$ cat config.mk
export PLATFORM = sky130hd
export DESIGN_NAME = doy_to_date
export DESIGN_NICKNAME = d
export VERILOG_FILES = /design/src/rtl/calendar_pkg.sv /design/src/rtl/month_days.sv /design/src/rtl/doy_to_date.sv
export SDC_FILE = /design/constraint.sdc
export NUM_CORES = 1
export LEC_CHECK = 0
export ABC_CLOCK_PERIOD_IN_PS = 8900
export CORE_MARGIN = 8
export CORE_UTILIZATION = 57
export CTS_CLUSTER_DIAMETER = 120
export DETAILED_ROUTE_END_ITERATION = 12
export PLACE_DENSITY = 0.87
export SLEW_MARGIN = 20
export SYNTH_ARGS = -nofsm -noshare
export SYNTH_HDL_FRONTEND = slang
export SYNTH_SLANG_ARGS = --single-unit
$ cat constraint.sdc
create_clock -name clk -period 8.9 [get_ports clk]
set_input_delay 0.89 -clock clk [delete_from_list [all_inputs] [get_ports clk]]
set_output_delay 0.89 -clock clk [all_outputs]
set_load 0.005 [all_outputs]
$ cat src/rtl/calendar_pkg.sv
// Calendar constants, FSM encoding and leap-year rule shared by
// the forward day counter and the day-of-year decoder.
package calendar_pkg;

    localparam logic [3:0] MON_JAN = 4'd0;
    localparam logic [3:0] MON_FEB = 4'd1;
    localparam logic [3:0] MON_MAR = 4'd2;
    localparam logic [3:0] MON_APR = 4'd3;
    localparam logic [3:0] MON_MAY = 4'd4;
    localparam logic [3:0] MON_JUN = 4'd5;
    localparam logic [3:0] MON_JUL = 4'd6;
    localparam logic [3:0] MON_AUG = 4'd7;
    localparam logic [3:0] MON_SEP = 4'd8;
    localparam logic [3:0] MON_OCT = 4'd9;
    localparam logic [3:0] MON_NOV = 4'd10;
    localparam logic [3:0] MON_DEC = 4'd11;

    localparam int YEAR_LEN = 365;

    typedef enum logic [1:0] {
        S_IDLE = 2'd0,
        S_SCAN = 2'd1,
        S_DONE = 2'd2
    } state_t;

    // Offset 0 is deliberately not a leap year.
    function automatic logic is_leap(input logic [6:0] yr);
        return (yr != 7'd0) && (yr[1:0] == 2'b00);
    endfunction

endpackage

$ cat src/rtl/month_days.sv
// Month length lookup, returned as days-1 so it fits 5 bits.
// Shared by the forward counter and the reverse decoder.
module month_days
    import calendar_pkg::*;
(
    input  logic [3:0] mon,
    input  logic       leap,
    output logic [4:0] days
);

    always_comb begin
        days = 5'd30;
        unique case (mon)
            MON_FEB: days = leap ? 5'd28 : 5'd27;
            MON_APR, MON_JUN,
            MON_SEP, MON_NOV: days = 5'd29;
            default: days = 5'd30;
        endcase
    end

endmodule

$ cat src/rtl/doy_to_date.sv
// Sequential day-of-year to month/day decoder; subtracts one
// month length per cycle until the remainder fits.
module doy_to_date
    import calendar_pkg::*;
#(
    parameter int YEAR_W = 7,
    parameter int DOY_W  = 9
) (
    input  logic              clk,
    input  logic              rst_n,
    input  logic              start,
    input  logic [YEAR_W-1:0] y,
    input  logic [DOY_W-1:0]  doy,
    output logic              busy,
    output logic              done,
    output logic              err,
    output logic [3:0]        mon,
    output logic [4:0]        day
);

    state_t           state;
    logic [DOY_W-1:0] rem;
    logic [3:0]       m;
    logic             leap_q;
    logic             leap_in;
    logic [4:0]       md;
    logic [DOY_W-1:0] ylen;
    logic [DOY_W-1:0] len;

    assign leap_in = is_leap(y);
    assign ylen    = DOY_W'(YEAR_LEN) + DOY_W'(leap_in);
    assign len     = DOY_W'(md) + DOY_W'(1);
    assign busy    = (state != S_IDLE);

    month_days u_month_days (
        .mon  (m),
        .leap (leap_q),
        .days (md)
    );

    always_ff @(posedge clk or negedge rst_n) begin
        if (!rst_n) begin
            state  <= S_IDLE;
            rem    <= '0;
            m      <= '0;
            leap_q <= 1'b0;
            done   <= 1'b0;
            err    <= 1'b0;
            mon    <= '0;
            day    <= '0;
        end else begin
            unique case (state)
                S_IDLE: begin
                    done <= 1'b0;
                    if (start) begin
                        leap_q <= leap_in;
                        if (doy >= ylen) begin
                            err   <= 1'b1;
                            mon   <= '0;
                            day   <= '0;
                            done  <= 1'b1;
                            state <= S_DONE;
                        end else begin
                            err   <= 1'b0;
                            rem   <= doy;
                            m     <= '0;
                            state <= S_SCAN;
                        end
                    end
                end
                S_SCAN: begin
                    // Range check in IDLE bounds m to December.
                    if (rem < len) begin
                        mon   <= m;
                        day   <= rem[4:0];
                        done  <= 1'b1;
                        state <= S_DONE;
                    end else begin
                        rem <= rem - len;
                        m   <= m + 4'd1;
                    end
                end
                S_DONE: begin
                    done  <= 1'b0;
                    state <= S_IDLE;
                end
                default: begin
                    done  <= 1'b0;
                    state <= S_IDLE;
                end
            endcase
        end
    end

endmodule

==> results of run 1 <==
[where the power goes]
group	total [uW]	switching [uW]	internal, uW
clock network	58.1	40.9	17.3
registers	227	52.2	175
logic	501	265	236
total	786	358	427
[final cells by class]
class                   count  area [um2]  area share (%)
multi-input cells         156        1085           48.96
flip-flops and latches     27       675.6           30.49
clock buffers               3       22.52           1.016
clock inverters             1       7.507          0.3388
inverters                  12       47.55           2.146
repair buffers             33       322.8           14.57
well taps                  44       55.05           2.484
[metrics by stage]
step / area [um2] / cells / hold slack (ns)
global placement: 2186 / 272 / 0.4675
detailed placement: 2186 / 272 / 0.4869
global route: 2216 / 276 / 0.5291
floorplan: 1849 / 204 / 0.4657
CTS: 2216 / 276 / 0.5209
finish: 2216 / 276 / 0.5148
[critical path, delay by kind of cell, from the launching register on]
family / cells / cell delay [ns]
AO/OA/AOI/OAI: 4 / 1.40
adder cells (fa/ha/maj): 3 / 0.82
buffers and inverters: 3 / 0.19
flip-flops: 1 / 0.46
AND/OR/NAND/NOR: 3 / 0.95
[kinds of logic after synthesis]
kind of cell / count (synthesis) / share of synthesized area, %
xor+xnor: 3 / 1.421
flops: 27 / 36.54
compound gates: 63 / 25.31
buf+inv: 21 / 4.804
simple gates: 73 / 19.62
mux: 3 / 2.436
fa+ha+maj: 14 / 9.878
[placed cells by master, fill, tap and decap left out, types with 3 or more instances in the layout]
cell and instances:
nand2_1 31, clkdlybuf4s50_1 30, dfrtp_1 27, ha_1 13, nand3_1 12, inv_1 11
o21ai_0 10, o211ai_1 9, nand2b_1 7, nor2_1 6, a21oi_1 6, a21o_1 5
o21a_1 4, a211oi_1 3, o221ai_1 3, mux2_4 3, o31a_1 3, clkbuf_4 3
buf_4 3
[state kept, by name, summed over array words and instances (netlist names)]
signal / count
leap_q: 1
m: 4
done: 1
err: 1
day: 5
state: 2
rem: 9
mon: 4
[worst max path at each step]
stage | startpoint | end | slack (ns)
floorplan | y[4] | rem[2] | 5.59
global placement | y[4] | rem[2] | 4.96
detailed placement | y[4] | rem[2] | 4.93
CTS | m[1] | rem[1] | 4.99
global route | m[1] | rem[1] | 4.61
finish | m[1] | rem[1] | 4.99
[per-layer routing]
layer  up-vias  part of all wire (%)  track usage [%]
li1        802                     -                -
met3         5                   5.4            2.885
met5         -                     0                0
met1       818                    47            23.63
met2        66                    46            27.24
met4         0                   1.4            6.444
==> reports/results.tsv, run 1 <==
stage	metric	value	unit
outcome	status	complete, no violations	
die	core area	3078	um2
worst_setup_path	crit start category	flop	
synth	top post-synthesis cells by area	dfrtp_1 37%, ha_1 8.8%, nand2_1 6.3%	
place	pre-CTS setup slack	4.926	ns
route	vias	1691	
die	Die Area	5323	um2
worst_setup_path	Slowest-stage cell, CP	o21ai_1	
route	Initial DRT Pass Iterations	4	
cts	setup bufs post-CTS	0	
synth	average size of a mapped cell	9.065	um2
cts	CTS max path bufs	2	
hold_path	Hold Crit Class	reg -> reg	
power	static leakage	0.0009698	uW
worst_setup_path	RR Endpoint	rem[1]	
run	number of max-cap violations	0	
worst_setup_path	Crit path required time	9.16	ns
cts	Clock Sinks	27	
sta	clk_skew	0.009517	ns
sta	highest clock rate	0.2555	GHz
cts	cts bufs inserted	3	
cts	CTS tree	yes	
synth	distinct cell type count after synthesis	51	
worst_setup_path	Crit Path Class	reg -> reg	
global_route	vias in the first global route	1588	
cts	CTS clk-pin slew, worst paths	0.16	ns
sta	period utilization	43.98	%
synth	EDFF count, synth	0	
route	DRT iter0 DRCs	130	
route	Final ANT Viol Nets	0	
cts	Post-CTS Hold Fix Bufs	0	
sta	final slew viol count	0	
sta	Final Critical Period	3.915	ns
hold_path	min-delay src	err	
sta	RSZ-0062 raised after global routing	false	
die	die width	72.96	um
finish	diodes inserted	0	
route	DRC	0	
place	Detailed Place HPWL	3431	um
cts	htree depth	1	
synth	largest area contributor in the netlist	dfrtp_1	
route	final wirelength	4511	um
sta	setup_tns	0	ns
worst_setup_path	R2R cell count	13	
synth	top cell type's share of synthesized area	36.54	%
cts	Root Buffer	clkbuf_4	
synth	YS warnings	0	
route	DR vias/cell	6.127	
power	total power	786.0	uW
global_route	first-pass GRT wire length	7452	um
worst_setup_path	crit-path cells	inv_1 > ha_1 > inv_1 > nor4_1 > nand2b_1 > ha_1 > inv_1 > ha_1 > o211a_1 > o31ai_1 > o21ai_1 > nand2_1 > o221a_2	
global_route	largest net degree at the start of global routing	28	
finish	area grow syn2layout	19.82	%
finish	post-route core utilization	71.99	%
cts	Resize count post-CTS	0	
die	I/O pins	31	
sta	slew of the pin with the lowest slew margin	0.9915	ns
worst_setup_path	worst-path fanout max	15	
cts	Worst-Skew Late Latency	0.35	ns
route	Avg WL per Cell	16.34	um
sta	Setup-failing EPs final	0	
die	Starting Density	60.08	%
global_route	gr usage total	17.53	%
global_route	initial antenna violation count	0	
synth	Synth Register Bits	27	
place	Final GP Congestion	0.8713	
synth	fraction of registers with async set/reset	100.0	%
sta	Final Hold Violating Endpoints	0	
sta	Slew headroom	33.46	%
worst_setup_path	Worst R2R Start	m[1]	
worst_setup_path	R2R Setup Slk	4.99	ns
worst_setup_path	CP arrival	4.17	ns
hold_path	Hold Crit Endpoint	err	
sta	PnR worst setup slack	4.985	ns
synth	sequential-to-total area share from yosys stat	36.54	%
die	DIE HEIGHT	72.96	um
hold_path	hold path cells	1	
synth	Synth Cell Area	1849	um2
worst_setup_path	crit end category	flop	
global_route	GR Overflow Total	0	
finish	fraction of layout cells with a size suffix above 1	8.621	%
worst_setup_path	critical path's largest stage delay	0.80	ns
die	row count	20	
finish	Net count, final	266	
finish	FILL cells	264	
synth	syn_nets	237	
place	port bufs	30	
synth	Syn Inst Count	204	
synth	most common cell in the synthesized netlist	nand2_1	
synth	most instantiated cells after synthesis	31 x nand2_1, 27 x dfrtp_1, 13 x ha_1	
power	Max VDD drop	0.0002840	V
synth	top_reg_cell synth	dfrtp_1	
power	pwr dens	354.7	nW/um2
Note: power is estimated with default switching activity, not from simulation.
==> run 2, diff against run 1 <==
--- a/config.mk
+++ b/config.mk
@@ -5,12 +5,12 @@
 export SDC_FILE = /design/constraint.sdc
 export NUM_CORES = 1
 export LEC_CHECK = 0
-export ABC_CLOCK_PERIOD_IN_PS = 8900
+export ABC_CLOCK_PERIOD_IN_PS = 3600
 export CORE_MARGIN = 8
-export CORE_UTILIZATION = 57
+export CORE_UTILIZATION = 48
 export CTS_CLUSTER_DIAMETER = 120
 export DETAILED_ROUTE_END_ITERATION = 12
-export PLACE_DENSITY = 0.87
+export PLACE_DENSITY = 0.78
 export SLEW_MARGIN = 20
 export SYNTH_ARGS = -nofsm -noshare
 export SYNTH_HDL_FRONTEND = slang
==> constraint.sdc (replaced) <==
create_clock -name clk -period 3.6 [get_ports clk]
set_input_delay 0.36 -clock clk [delete_from_list [all_inputs] [get_ports clk]]
set_output_delay 0.36 -clock clk [all_outputs]
set_load 0.005 [all_outputs]
==> reports/results.tsv, run 2 (synthesized netlist as in run 1, its figures left out) <==
stage	metric	value	unit	change
worst_setup_path	CP bufs+invs	4		+1
route	DRC	0		unchanged
finish	Regs by FF count	rem x9, day x5		
place	port bufs	30		unchanged
die	DIE HEIGHT	78.07	um	+7.0%
worst_setup_path	worst-path fanout max	8		-7
hold_path	Hold Crit Class	in -> async		
finish	Net count, final	270		+1.5%
worst_setup_path	crit-path cells	inv_1 > ha_1 > inv_1 > nor4_1 > nand2b_1 > ha_1 > inv_1 > ha_1 > o211a_1 > o31ai_1 > o211a_1 > a21o_4 > inv_4 > mux2_4		
route	DR vias/cell	5.856		-4.4%
global_route	largest net degree at the start of global routing	28		unchanged
route	final wirelength	4589	um	+1.7%
sta	final slew viol count	0		unchanged
sta	period utilization	93.20	%	+49 points
power	Seq pwr share	28.1	%	-0.8 points
sta	setup_tns	0	ns	unchanged
route	Avg WL per Cell	16.16	um	-1.1%
global_route	initial antenna violation count	0		unchanged
sta	clk_skew	0.004752	ns	-0.004764 ns
worst_setup_path	critical path's largest stage delay	0.45	ns	-0.35 ns
worst_setup_path	crit end category	flop		
run	number of max-cap violations	0		unchanged
cts	Post-CTS Hold Fix Bufs	0		unchanged
global_route	GR Overflow Total	0		unchanged
finish	fraction of layout cells with a size suffix above 1	10.17	%	+1.5 points
die	die width	78.07	um	+7.0%
cts	Worst-Skew Late Latency	0.28	ns	-0.07 ns
route	DRT iter0 DRCs	68		-48%
global_route	gr usage total	15.53	%	-2.0 points
place	Cell Count Post-Placement	280		+2.9%
finish	max reg flops	9		unchanged
die	Starting Density	50.14	%	-9.9 points
cts	CTS max path bufs	2		unchanged
sta	Slew headroom	40.06	%	+6.6 points
finish	Largest Register	rem		
die	row count	22		+10%
worst_setup_path	Crit Path Class	reg -> reg		
finish	fin cells	284		+2.9%
sta	Final Hold Violating Endpoints	0		unchanged
power	Sw Ratio	44.17	%	-1.4 points
power	Max VDD drop	0.0006158	V	+120%
place	placed inst area	2221	um2	+1.6%
power	static leakage	0.001001	uW	+3.3%
worst_setup_path	Crit path required time	3.78	ns	-5.38 ns
worst_setup_path	Slowest-stage cell, CP	dfrtp_1		
cts	setup bufs post-CTS	0		unchanged
global_route	grt met1 use	19.96	%	-3.7 points
worst_setup_path	CP top delay family	adder cells		
route	Initial DRT Pass Iterations	4		unchanged
power	pwr dens	880.2	nW/um2	+150%
finish	post-route core utilization	61.47	%	-11 points
route	Final ANT Viol Nets	0		unchanged
finish	diodes inserted	0		unchanged
global_route	busiest grt layer	met2		
power	Comb power frac	62.9	%	-0.8 points
global_route	met3 Use GR	3.986	%	+1.1 points
worst_setup_path	CP arrival	3.53	ns	-0.64 ns
power	Clock Power Share	9.0	%	+1.6 points
power	switching power	881.5	uW	+150%
sta	RSZ-0062 raised after global routing	false		
route	vias	1663		-1.7%
die	I/O pins	31		unchanged
place	Final GP Congestion	0.8544		-1.9%
cts	cts bufs inserted	3		unchanged
global_route	vias in the first global route	1668		+5.0%
worst_setup_path	crit start category	flop		
place	Detailed Place HPWL	3496	um	+1.9%
cts	Root Buffer	clkbuf_8		
power	Int Power	1114	uW	+160%
sta	Setup-failing EPs final	0		unchanged
sta	Final Critical Period	3.355	ns	-0.5594 ns
finish	most common cell after layout, fill and taps aside	nand2_1		
outcome	status	complete, no violations		
cts	htree depth	1		unchanged
cts	Clock Sinks	27		unchanged
die	Die Area	6095	um2	+14%
cts	CTS tree	yes		
finish	area grow syn2layout	22.60	%	
cts	CTS clk-pin slew, worst paths	0.10	ns	-0.06 ns
cts	Resize count post-CTS	0		unchanged
global_route	GR Util met2	25.10	%	-2.1 points
sta	slew of the pin with the lowest slew margin	0.8991	ns	-0.09237 ns
global_route	first-pass GRT wire length	7817	um	+4.9%
sta	highest clock rate	0.2980	GHz	+17%
finish	Final Instance Area	2267	um2	+2.3%
die	core area	3689	um2	+20%
finish	most frequent cells in the layout	31 x nand2_1, 30 x clkdlybuf4s50_1, 27 x dfrtp_1		
[run 2: cell types whose count changed in the layout (fill, tap and decap cells not counted), sizes merged]
cell / delta
clkinv: +1
buf: +4
clkinvlp: -1
[run 2: layer usage]
layer  share of wire [%]  wire (um)
met5                   0          0
met4                 1.1         51
met3                 5.7        261
met2                  47       2163
met1                  46       2112
[run 2: worst paths after layout]
kind                       start  endpoint  slack [ns]  depth (start not counted)
hold / removal             rst_n    rem[8]        0.44                          2
setup / recovery            m[1]    rem[3]        0.24                         14
hold reg to reg              err       err        0.49                          1
setup reg to reg            m[1]    rem[3]        0.24                         14
max in group asynchronous  rst_n      m[2]        2.89                          2
min in group clk             err       err        0.49                          1
[run 2: through the flow]
stage | hold slack [ns] | setup slack [ns] | power, uW
final | 0.4428 | 0.2448 | 1995
after global routing | 0.4689 | 0.006279 | 2164
after CTS | 0.4566 | 0.2553 | 1997
after detailed placement | 0.4707 | 0.1680 | 1814
after global placement | 0.4737 | 0.2166 | 1784
after floorplan | 0.06441 | 0.4359 | 1443
[run 2: power groups by stage]
stage | combinational, uW | clock [uW] | sequential, uW
floorplan | 923 | 0 | 520
global placement | 1230 | 0 | 559
detailed placement | 1250 | 0 | 564
CTS | 1260 | 182 | 557
global route | 1390 | 193 | 577
finish | 1260 | 180 | 561
[run 2: final cells by class]
cell class / instances / area, um2
tap: 48 / 60.06
timing repair buffer: 37 / 352.8
sequential: 27 / 675.6
clock buffer: 3 / 41.29
inverter: 12 / 47.55
clock inverter: 1 / 5.005
multi-input combinational: 156 / 1085
fill: 352 / 1421
==> run 3, diff against run 2 <==
--- a/config.mk
+++ b/config.mk
@@ -10,6 +10,7 @@
 export CORE_UTILIZATION = 48
 export CTS_CLUSTER_DIAMETER = 120
 export DETAILED_ROUTE_END_ITERATION = 12
+export GPL_ROUTABILITY_DRIVEN = 0
 export PLACE_DENSITY = 0.78
 export SLEW_MARGIN = 20
 export SYNTH_ARGS = -nofsm -noshare
==> results of run 3 <==
Final layout, timing and power as in run 2 (identical DEF).
